===== src/rtl/spi_slave_out_if.sv =====
// SPI slave transmitter bus: SPI pins plus the one-entry load channel.
// Latency: not applicable (signal bundle only).
// Backpressure: load_ready from the slave throttles load_valid from the core.
interface spi_slave_out_if #(
  parameter int BITS = 32
);
  logic            cs;
  logic            sck;
  logic [BITS-1:0] load_data;
  logic            load_valid;
  logic            load_ready;
  logic            miso;
  logic            miso_oe;
  logic            done;
  logic            underrun;

  // Transmitter side: samples the pins and the load channel, drives MISO and status.
  modport slave (
    input  cs, sck, load_data, load_valid,
    output load_ready, miso, miso_oe, done, underrun
  );

  // Driving side: SPI master pins plus the core that supplies words.
  modport master (
    output cs, sck, load_data, load_valid,
    input  load_ready, miso, miso_oe, done, underrun
  );
endinterface


===== src/rtl/spi_slave_out.sv =====
// SPI mode-1 slave transmitter, MSB first, one-entry holding register; optional SPI_OUT_INVERT_EN inverts the MISO pin.
// Latency: an SCK/CS pin transition shows on miso/miso_oe at the 3rd rising clk edge after it.
// Backpressure: load_ready = holding register empty; a second word waits until the next frame start frees it.
module spi_slave_out #(
  parameter int              BITS      = 32,
  parameter logic [BITS-1:0] IDLE_WORD = '0
) (
  input logic           clk,
  input logic           reset,
  spi_slave_out_if.slave bus
);

  localparam int CW = $clog2(BITS + 1);

`ifdef SPI_OUT_INVERT_EN
  localparam logic MISO_INV = 1'b1;
`else
  localparam logic MISO_INV = 1'b0;
`endif

  typedef enum logic [1:0] {
    IDLE  = 2'd0,
    SHIFT = 2'd1,
    DONE  = 2'd2
  } state_t;

  // Synchronizer chains: [0]=s1, [1]=s2, [2]=s3 (edge-detect history).
  logic [2:0] cs_sync_q, cs_sync_d;
  logic [2:0] sck_sync_q, sck_sync_d;

  state_t          state_q, state_d;
  logic            full_q, full_d;
  logic [BITS-1:0] hold_q, hold_d;
  logic [BITS-1:0] shreg_q, shreg_d;
  logic [CW-1:0]   cnt_q, cnt_d;
  logic            first_q, first_d;
  logic            miso_q, miso_d;
  logic            oe_q, oe_d;
  logic            done_q, done_d;
  logic            underrun_q, underrun_d;

  logic sck_rise, sck_fall, cs_start, cs_end;

  // Shift the raw pins into the synchronizer chains.
  always_comb begin
    cs_sync_d  = {cs_sync_q[1:0], bus.cs};
    sck_sync_d = {sck_sync_q[1:0], bus.sck};
  end

  assign sck_rise = sck_sync_q[1] & ~sck_sync_q[2];
  assign sck_fall = ~sck_sync_q[1] & sck_sync_q[2];
  assign cs_start = ~cs_sync_q[1] & cs_sync_q[2];
  assign cs_end   = cs_sync_q[1];

  // Next-state, holding register and output logic.
  always_comb begin
    state_d    = state_q;
    full_d     = full_q;
    hold_d     = hold_q;
    shreg_d    = shreg_q;
    cnt_d      = cnt_q;
    first_d    = first_q;
    miso_d     = miso_q;
    oe_d       = oe_q;
    done_d     = 1'b0;
    underrun_d = 1'b0;

    // Loads are only taken while empty, so they never collide with the
    // frame-start consume below (which needs full_q set). A load in the
    // cs_start cycle with an empty register stays queued for the next frame.
    if (bus.load_valid && !full_q) begin
      full_d = 1'b1;
      hold_d = bus.load_data;
    end

    case (state_q)
      IDLE: begin
        oe_d   = 1'b0;
        miso_d = 1'b0;
        if (cs_start) begin
          if (full_q) begin
            shreg_d = hold_q;
            full_d  = 1'b0;
          end else begin
            shreg_d    = IDLE_WORD;
            underrun_d = 1'b1;
          end
          cnt_d   = '0;
          first_d = 1'b1;
          oe_d    = 1'b1;
          miso_d  = shreg_d[BITS-1];
          state_d = SHIFT;
        end
      end

      SHIFT: begin
        if (cs_end) begin
          // Abort: the partially sent word is dropped.
          state_d = IDLE;
          oe_d    = 1'b0;
          miso_d  = 1'b0;
        end else if (sck_rise) begin
          // The MSB is already on the pin from frame start; the first rise holds it.
          if (first_q) begin
            first_d = 1'b0;
          end else begin
            shreg_d = {shreg_q[BITS-2:0], 1'b0};
          end
          miso_d = shreg_d[BITS-1];
        end else if (sck_fall) begin
          cnt_d = cnt_q + CW'(1);
          if (cnt_d == CW'(BITS)) begin
            done_d  = 1'b1;
            miso_d  = 1'b0;
            state_d = DONE;
          end
        end
      end

      DONE: begin
        // Extra SCK edges past the frame length are ignored.
        miso_d = 1'b0;
        if (cs_end) begin
          state_d = IDLE;
          oe_d    = 1'b0;
        end
      end

      default: begin
        state_d = IDLE;
        oe_d    = 1'b0;
        miso_d  = 1'b0;
      end
    endcase
  end

  // State and datapath registers with synchronous reset (CS idle high in the syncs).
  always_ff @(posedge clk) begin
    if (reset) begin
      cs_sync_q  <= 3'b111;
      sck_sync_q <= 3'b111;
      state_q    <= IDLE;
      full_q     <= 1'b0;
      hold_q     <= '0;
      shreg_q    <= '0;
      cnt_q      <= '0;
      first_q    <= 1'b0;
      miso_q     <= 1'b0;
      oe_q       <= 1'b0;
      done_q     <= 1'b0;
      underrun_q <= 1'b0;
    end else begin
      cs_sync_q  <= cs_sync_d;
      sck_sync_q <= sck_sync_d;
      state_q    <= state_d;
      full_q     <= full_d;
      hold_q     <= hold_d;
      shreg_q    <= shreg_d;
      cnt_q      <= cnt_d;
      first_q    <= first_d;
      miso_q     <= miso_d;
      oe_q       <= oe_d;
      done_q     <= done_d;
      underrun_q <= underrun_d;
    end
  end

  assign bus.load_ready = ~full_q;
  assign bus.miso       = miso_q ^ MISO_INV;
  assign bus.miso_oe    = oe_q;
  assign bus.done       = done_q;
  assign bus.underrun   = underrun_q;

endmodule


===== src/flat_wrapper.sv =====
// flat-port wrapper written by rule: the top's interface ports become plain ports
module spi_slave_out_flat 
#(
  parameter int              BITS      = 32,
  parameter logic [BITS-1:0] IDLE_WORD = '0
)
  (clk, reset, bus_cs, bus_sck, bus_load_data, bus_load_valid, bus_load_ready, bus_miso, bus_miso_oe, bus_done, bus_underrun);
  spi_slave_out_if #(.BITS(BITS)) bus_i ();
  input logic clk;
  input logic reset;
  input wire logic [$bits(bus_i.cs)-1:0] bus_cs;
  input wire logic [$bits(bus_i.sck)-1:0] bus_sck;
  input wire logic [$bits(bus_i.load_data)-1:0] bus_load_data;
  input wire logic [$bits(bus_i.load_valid)-1:0] bus_load_valid;
  output wire logic [$bits(bus_i.load_ready)-1:0] bus_load_ready;
  output wire logic [$bits(bus_i.miso)-1:0] bus_miso;
  output wire logic [$bits(bus_i.miso_oe)-1:0] bus_miso_oe;
  output wire logic [$bits(bus_i.done)-1:0] bus_done;
  output wire logic [$bits(bus_i.underrun)-1:0] bus_underrun;
  assign bus_i.cs = bus_cs;
  assign bus_i.sck = bus_sck;
  assign bus_i.load_data = bus_load_data;
  assign bus_i.load_valid = bus_load_valid;
  assign bus_load_ready = bus_i.load_ready;
  assign bus_miso = bus_i.miso;
  assign bus_miso_oe = bus_i.miso_oe;
  assign bus_done = bus_i.done;
  assign bus_underrun = bus_i.underrun;
  spi_slave_out #(.BITS(BITS), .IDLE_WORD(IDLE_WORD)) u_core (.clk(clk), .reset(reset), .bus(bus_i));
endmodule

===== config.mk =====
export PLATFORM = sky130hd
export DESIGN_NAME = spi_slave_out_flat
export DESIGN_NICKNAME = d
export VERILOG_FILES = /design/src/rtl/spi_slave_out_if.sv /design/src/rtl/spi_slave_out.sv /design/src/flat_wrapper.sv
export SDC_FILE = /design/constraint.sdc
export NUM_CORES = 1
export LEC_CHECK = 0
export BUFFER_PORTS_ARGS = -buffer_cell sky130_fd_sc_hd__buf_2
export CAP_MARGIN = 5
export CORE_MARGIN = 2
export CORE_UTILIZATION = 42
export DETAILED_ROUTE_END_ITERATION = 8
export HOLD_SLACK_MARGIN = 0.02
export PLACE_DENSITY_LB_ADDON = 0.12
export SLEW_MARGIN = 20
export SYNTH_ARGS = -nofsm -noshare
export SYNTH_HDL_FRONTEND = slang
export SYNTH_SLANG_ARGS = --single-unit

===== constraint.sdc =====
create_clock -name clk -period 3 [get_ports clk]
set_clock_uncertainty 0.1 [all_clocks]
set_input_delay 0.75 -clock clk [delete_from_list [all_inputs] [get_ports clk]]
set_output_delay 0.75 -clock clk [all_outputs]
set_load 0.05 [all_outputs]

# Word-level counts from Yosys, hierarchy flattened
# Index checks and enable logic that the tools add are counted.
[word_totals]
register_bits = 84
[op_classes]
addsub = 1
n_eq_ne = 16
mux = 37
bitwise_logic = 11
reduce_logical = 12
[ops]
columns = ["cell", "count"]
rows = [
  ["$mux 32", 5],
  ["$pmux 32 s2", 1],
  ["$mux 6", 4],
  ["$mux 1", 16],
  ["$reduce_and 5->1", 3],
  ["$mux 2", 6],
  ["$pmux 6 s2", 1],
  ["$ne 2x1->1 const B", 5],
  ["$ne 4x1->1 const B", 2],
  ["$not 1->1", 8],
  ["$add 6x1->6 const B", 1],
  ["$eq 6x6->1 const B", 1],
  ["$ne 2x2->1 const B", 3],
  ["$ne 3x1->1 const B", 2],
  ["$pmux 1 s2", 3],
  ["$pmux 2 s3", 1],
  ["$reduce_or 5->1", 1],
  ["$reduce_and 4->1", 1],
  ["$and 1x1->1", 3],
  ["$ne 3x2->1 const B", 1],
  ["$reduce_or 3->1", 1],
  ["$eq 2x1->1 const B", 1],
  ["$eq 2x2->1 const B", 1],
  ["$logic_not 2->1", 1],
  ["other kinds (5)", 5],
]

# Depth between registers and ports, before layout
[logic_depth]
depth_word = 7
ltp_mapped = 8
mapped_depth_nobuf = 7

# Worst setup path before layout
# Ideal clock, no wire load.
[synth_timing]
path_kind = "reg2reg"
from = "register u_core.state_q[0]"
to = "register u_core.shreg_q[18]"
arrival_time_ns = 1.656
required_ns = 2.754
slack_ns = 1.098
path_stages_with_launch = 8
n_path_buf = 1
synth_period_minus_slack_ns = 1.902
cell_sequence = "dfxtp_1 > inv_1 > ha_1 > mux2i_1 > a211oi_2 > a21boi_4 > buf_4 > a211oi_2"
[synth_via]
elab_chain_len = 3
elab_cells_between_ends = 9
classes_between = "5 x eq/ne; 1 x mux; 3 x reduce/logical"
[synth_lines]
columns = ["element", "line_no", "source"]
rows = [
  ["from (decl)", "spi_slave_out.sv:31", "state_t state_q, state_d;"],
  ["from (signal assigned)", "spi_slave_out.sv:155", "state_q <= state_d;"],
  ["$eq 2x1->1 / $logic_not 2->1 (equally long branches)", "spi_slave_out.sv:76", "case (state_q)"],
  ["$ne 2x2->1 (no source line), or another cell as far along", "n/a", ""],
  ["$reduce_and 5->1 (no source line)", "n/a", ""],
  ["to (signal assigned)", "spi_slave_out.sv:158", "shreg_q <= shreg_d;"],
  ["to (decl)", "spi_slave_out.sv:34", "logic [BITS-1:0] shreg_q, shreg_d;"],
]
# Several ways; a longest one is shown, not always the timed one.
# A chain may end at the register's enable or synchronous reset.

# Worst setup path after layout
[layout_timing]
from = "register u_core.state_q[1]"
to = "register u_core.shreg_q[15]"
# Same word-level chain as after synthesis.

==> flow_summary.toml <==
[synthesis]
syn-mean-instance-area_um2 = 8.89
synth_top_area_share_pct = 47.5
synth_edf_count = 0
async_flop_share_pct = 0
synth_area_leaders = "dfxtp_1 48%, a211oi_2 11%, nand2_1 7.4%"
ys_seq_area_share_pct = 47.5
netlist_area_mm2 = 0.00354
synth_cells = 398
yosys.cell_types.count = 35
synthFlopType = "dfxtp_1"
synth_seq_cells = 84
synth_top_area_cell = "dfxtp_1"
yosysWarnings = 0
synth.net_count = 439

[sta]
worstMarginPinSlew_ns = 0.810
maxSlewViolCount = 0
fin_crit_ns = 2.56
finalHoldViolCount = 0
period_share_pct = 85.3
clock.fmax_ghz = 0.391
tns_ns = 0
timing.slew.headroom_pct = 46.0
grt_setup_unrepaired = "false"
setup_viol = 0

[setup_path]
worst-endpoint-arrival_ns = 2.72
cp_cell_sequence = "inv_1 -> ha_1 -> mux2i_1 -> a211oi_2 -> a21boi_4 -> buf_12 -> nor2_1 -> a211oi_2"
endpoint = "u_core.shreg_q[15]"
crit_start = "u_core.state_q[1]"
critical_path_required_ns = 3.17
end_kind = "flop"
crit_type = "flop to flop"
r2r-end = "u_core.shreg_q[15]"
cpPeakStageDelay_ns = 0.53
r2r_slack_ns = 0.44
slowest_stage = "ha_1"
reg2regPathDepth = 8
r2r-start = "u_core.state_q[1]"
cp_common_cell = "a211oi_2"
start_kind = "flop"
cp_max_fo = 62

[clocking]
cts.sinks = 84
clk_pin_slew_ns = 0.08
htreeDepth = 3
clock_latency_ns = 0.34
ctsHoldBuffers = 0
cts_resized = 0
post-cts-setup-buffer-count = 0
cts_made_buffers = 9
root_buffer = "clkbuf_8"
cts_tree = "yes"
clockBufferDepth = 2

[placement]
dp_hpwl_mm = 4.68
gp_congestion = 0.797
io_buffers = 41
placed_cell_area_mm2 = 0.00382

[routing]
vias_per_cell = 5.27
dr.first_iter.drc_count = 122
ant_nets = 0
dr.pass1.iters = 4
num_vias = 2839
route.detailed.drc = 0
routed_wl_mm = 7.16
detail_route.wl_per_cell_um = 13.3

[job]
maxCapViolations = 0

[floorplanning]
io_pins = 42
rows = 33
die_x_um = 95.8
die_y_um = 95.8
coreArea_mm2 = 0.00818
design.die.area_mm2 = 0.00918
initial_core_util_pct = 43.3

[grt]
grt_usage_pct = 16.6
antenna_found_initial = 0
grt_max_degree = 73
grt_pass1_wl_mm = 11.9
grt-ovfl-total = 0
grt_pass1_vias = 2505

[final_layout]
layout-drive-gt1-share_pct = 23.7
final_common_cell = "dfxtp_1"
area_growth_pct = 13.4
design_area_mm2 = 0.00401
utilization_pct = 49.1
diodes = 0
final_cell_mix = "84 x dfxtp_1, 70 x nand2_1, 48 x nor2_1"
nets = 470

[pwr]
max-vdd-ir-drop_mv = 0.280
power.leakage_nw = 1.43
power.density_mw_per_mm2 = 672

[min_path]
hp-class = "flop to flop"

[status]
status = "finished, final reports clean"
cells by family after synthesis:
kind of cell / share of synthesized area (%)
multiplexers: 1.41
flip-flops: 47.5
buffers and inverters: 5.09
adder cells (fa/ha/maj): 1.41
AO/OA/AOI/OAI: 27.3
AND/OR/NAND/NOR: 17.3
cells in the mapped netlist (2+ instances only):
master and number:
ha_1 4, a22oi_1 33, mux2i_1 5, a211oi_1 2, o21ai_0 3, a21o_1 3
nand3_1 5, nor2b_1 3, buf_4 3, dfxtp_1 84, nand3b_1 2, a21oi_1 38
inv_1 9, buf_1 3, nor2_1 50, nand2_1 70, clkbuf_1 21, a211oi_2 30
nand2b_1 6, buf_6 3, or2_2 5, a31oi_1 2, o2111ai_1 2
flip-flops by register name, summed over array words and instances, names as in the netlist, 2 cells and up:
signal,flops
u_core.cnt_q,6
u_core.cs_sync_q,3
u_core.hold_q,32
u_core.sck_sync_q,3
u_core.shreg_q,32
u_core.state_q,2
metrics by stage:
stage                     setup slack (ns)  power (mW)  cells  hold slack, ns
after floorplan                       1.10        1.77    398           0.289
after global placement               0.604        1.91    523           0.293
after detailed placement             0.473        1.93    523           0.298
after CTS                            0.420        2.73    539           0.319
after global routing                 0.212        2.86    539           0.343
final                                0.442        2.70    539           0.315
how the worst min path moves through the flow:
stage	start	end	cells after the start
finish	u_core.cs_sync_q[0]	u_core.cs_sync_q[1]	1
CTS	u_core.cs_sync_q[0]	u_core.cs_sync_q[1]	1
detailed placement	u_core.cs_sync_q[0]	u_core.cs_sync_q[1]	1
floorplan	u_core.cs_sync_q[0]	u_core.cs_sync_q[1]	1
global route	u_core.cs_sync_q[0]	u_core.cs_sync_q[1]	1
global placement	u_core.cs_sync_q[0]	u_core.cs_sync_q[1]	1
where the power goes:
group	switching, mW	internal [mW]	total [mW]
Combinational	0.398	0.226	0.623
Clock	0.390	0.407	0.798
Sequential	0.0586	1.22	1.27
critical path, delay by kind of cell (launching register included):
family                   cells  cell delay, ns
AO/OA/AOI/OAI                3            0.80
flip-flops                   1            0.32
AND/OR/NAND/NOR              1            0.10
multiplexers                 1            0.20
adder cells (fa/ha/maj)      1            0.53
buffers and inverters        2            0.41
per-layer routing:
layer	wire length (um)	global-route usage, %	vias to the layer above
met4	115	7.86	0
met1	3480	21.9	1332
met3	207	2.82	7
met2	3360	26.5	42
met5	0	0	-
li1	-	-	1458
area by class of cell:
type                    count  area, um2
clock inverters             4       48.8
repair buffers             50        288
inverters                   9       33.8
flip-flops and latches     84       1680
fillers                   797       4160
multi-input cells         275       1690
well taps                 105        131
clock buffers              12        145
Power figures use the tool's default switching activity.
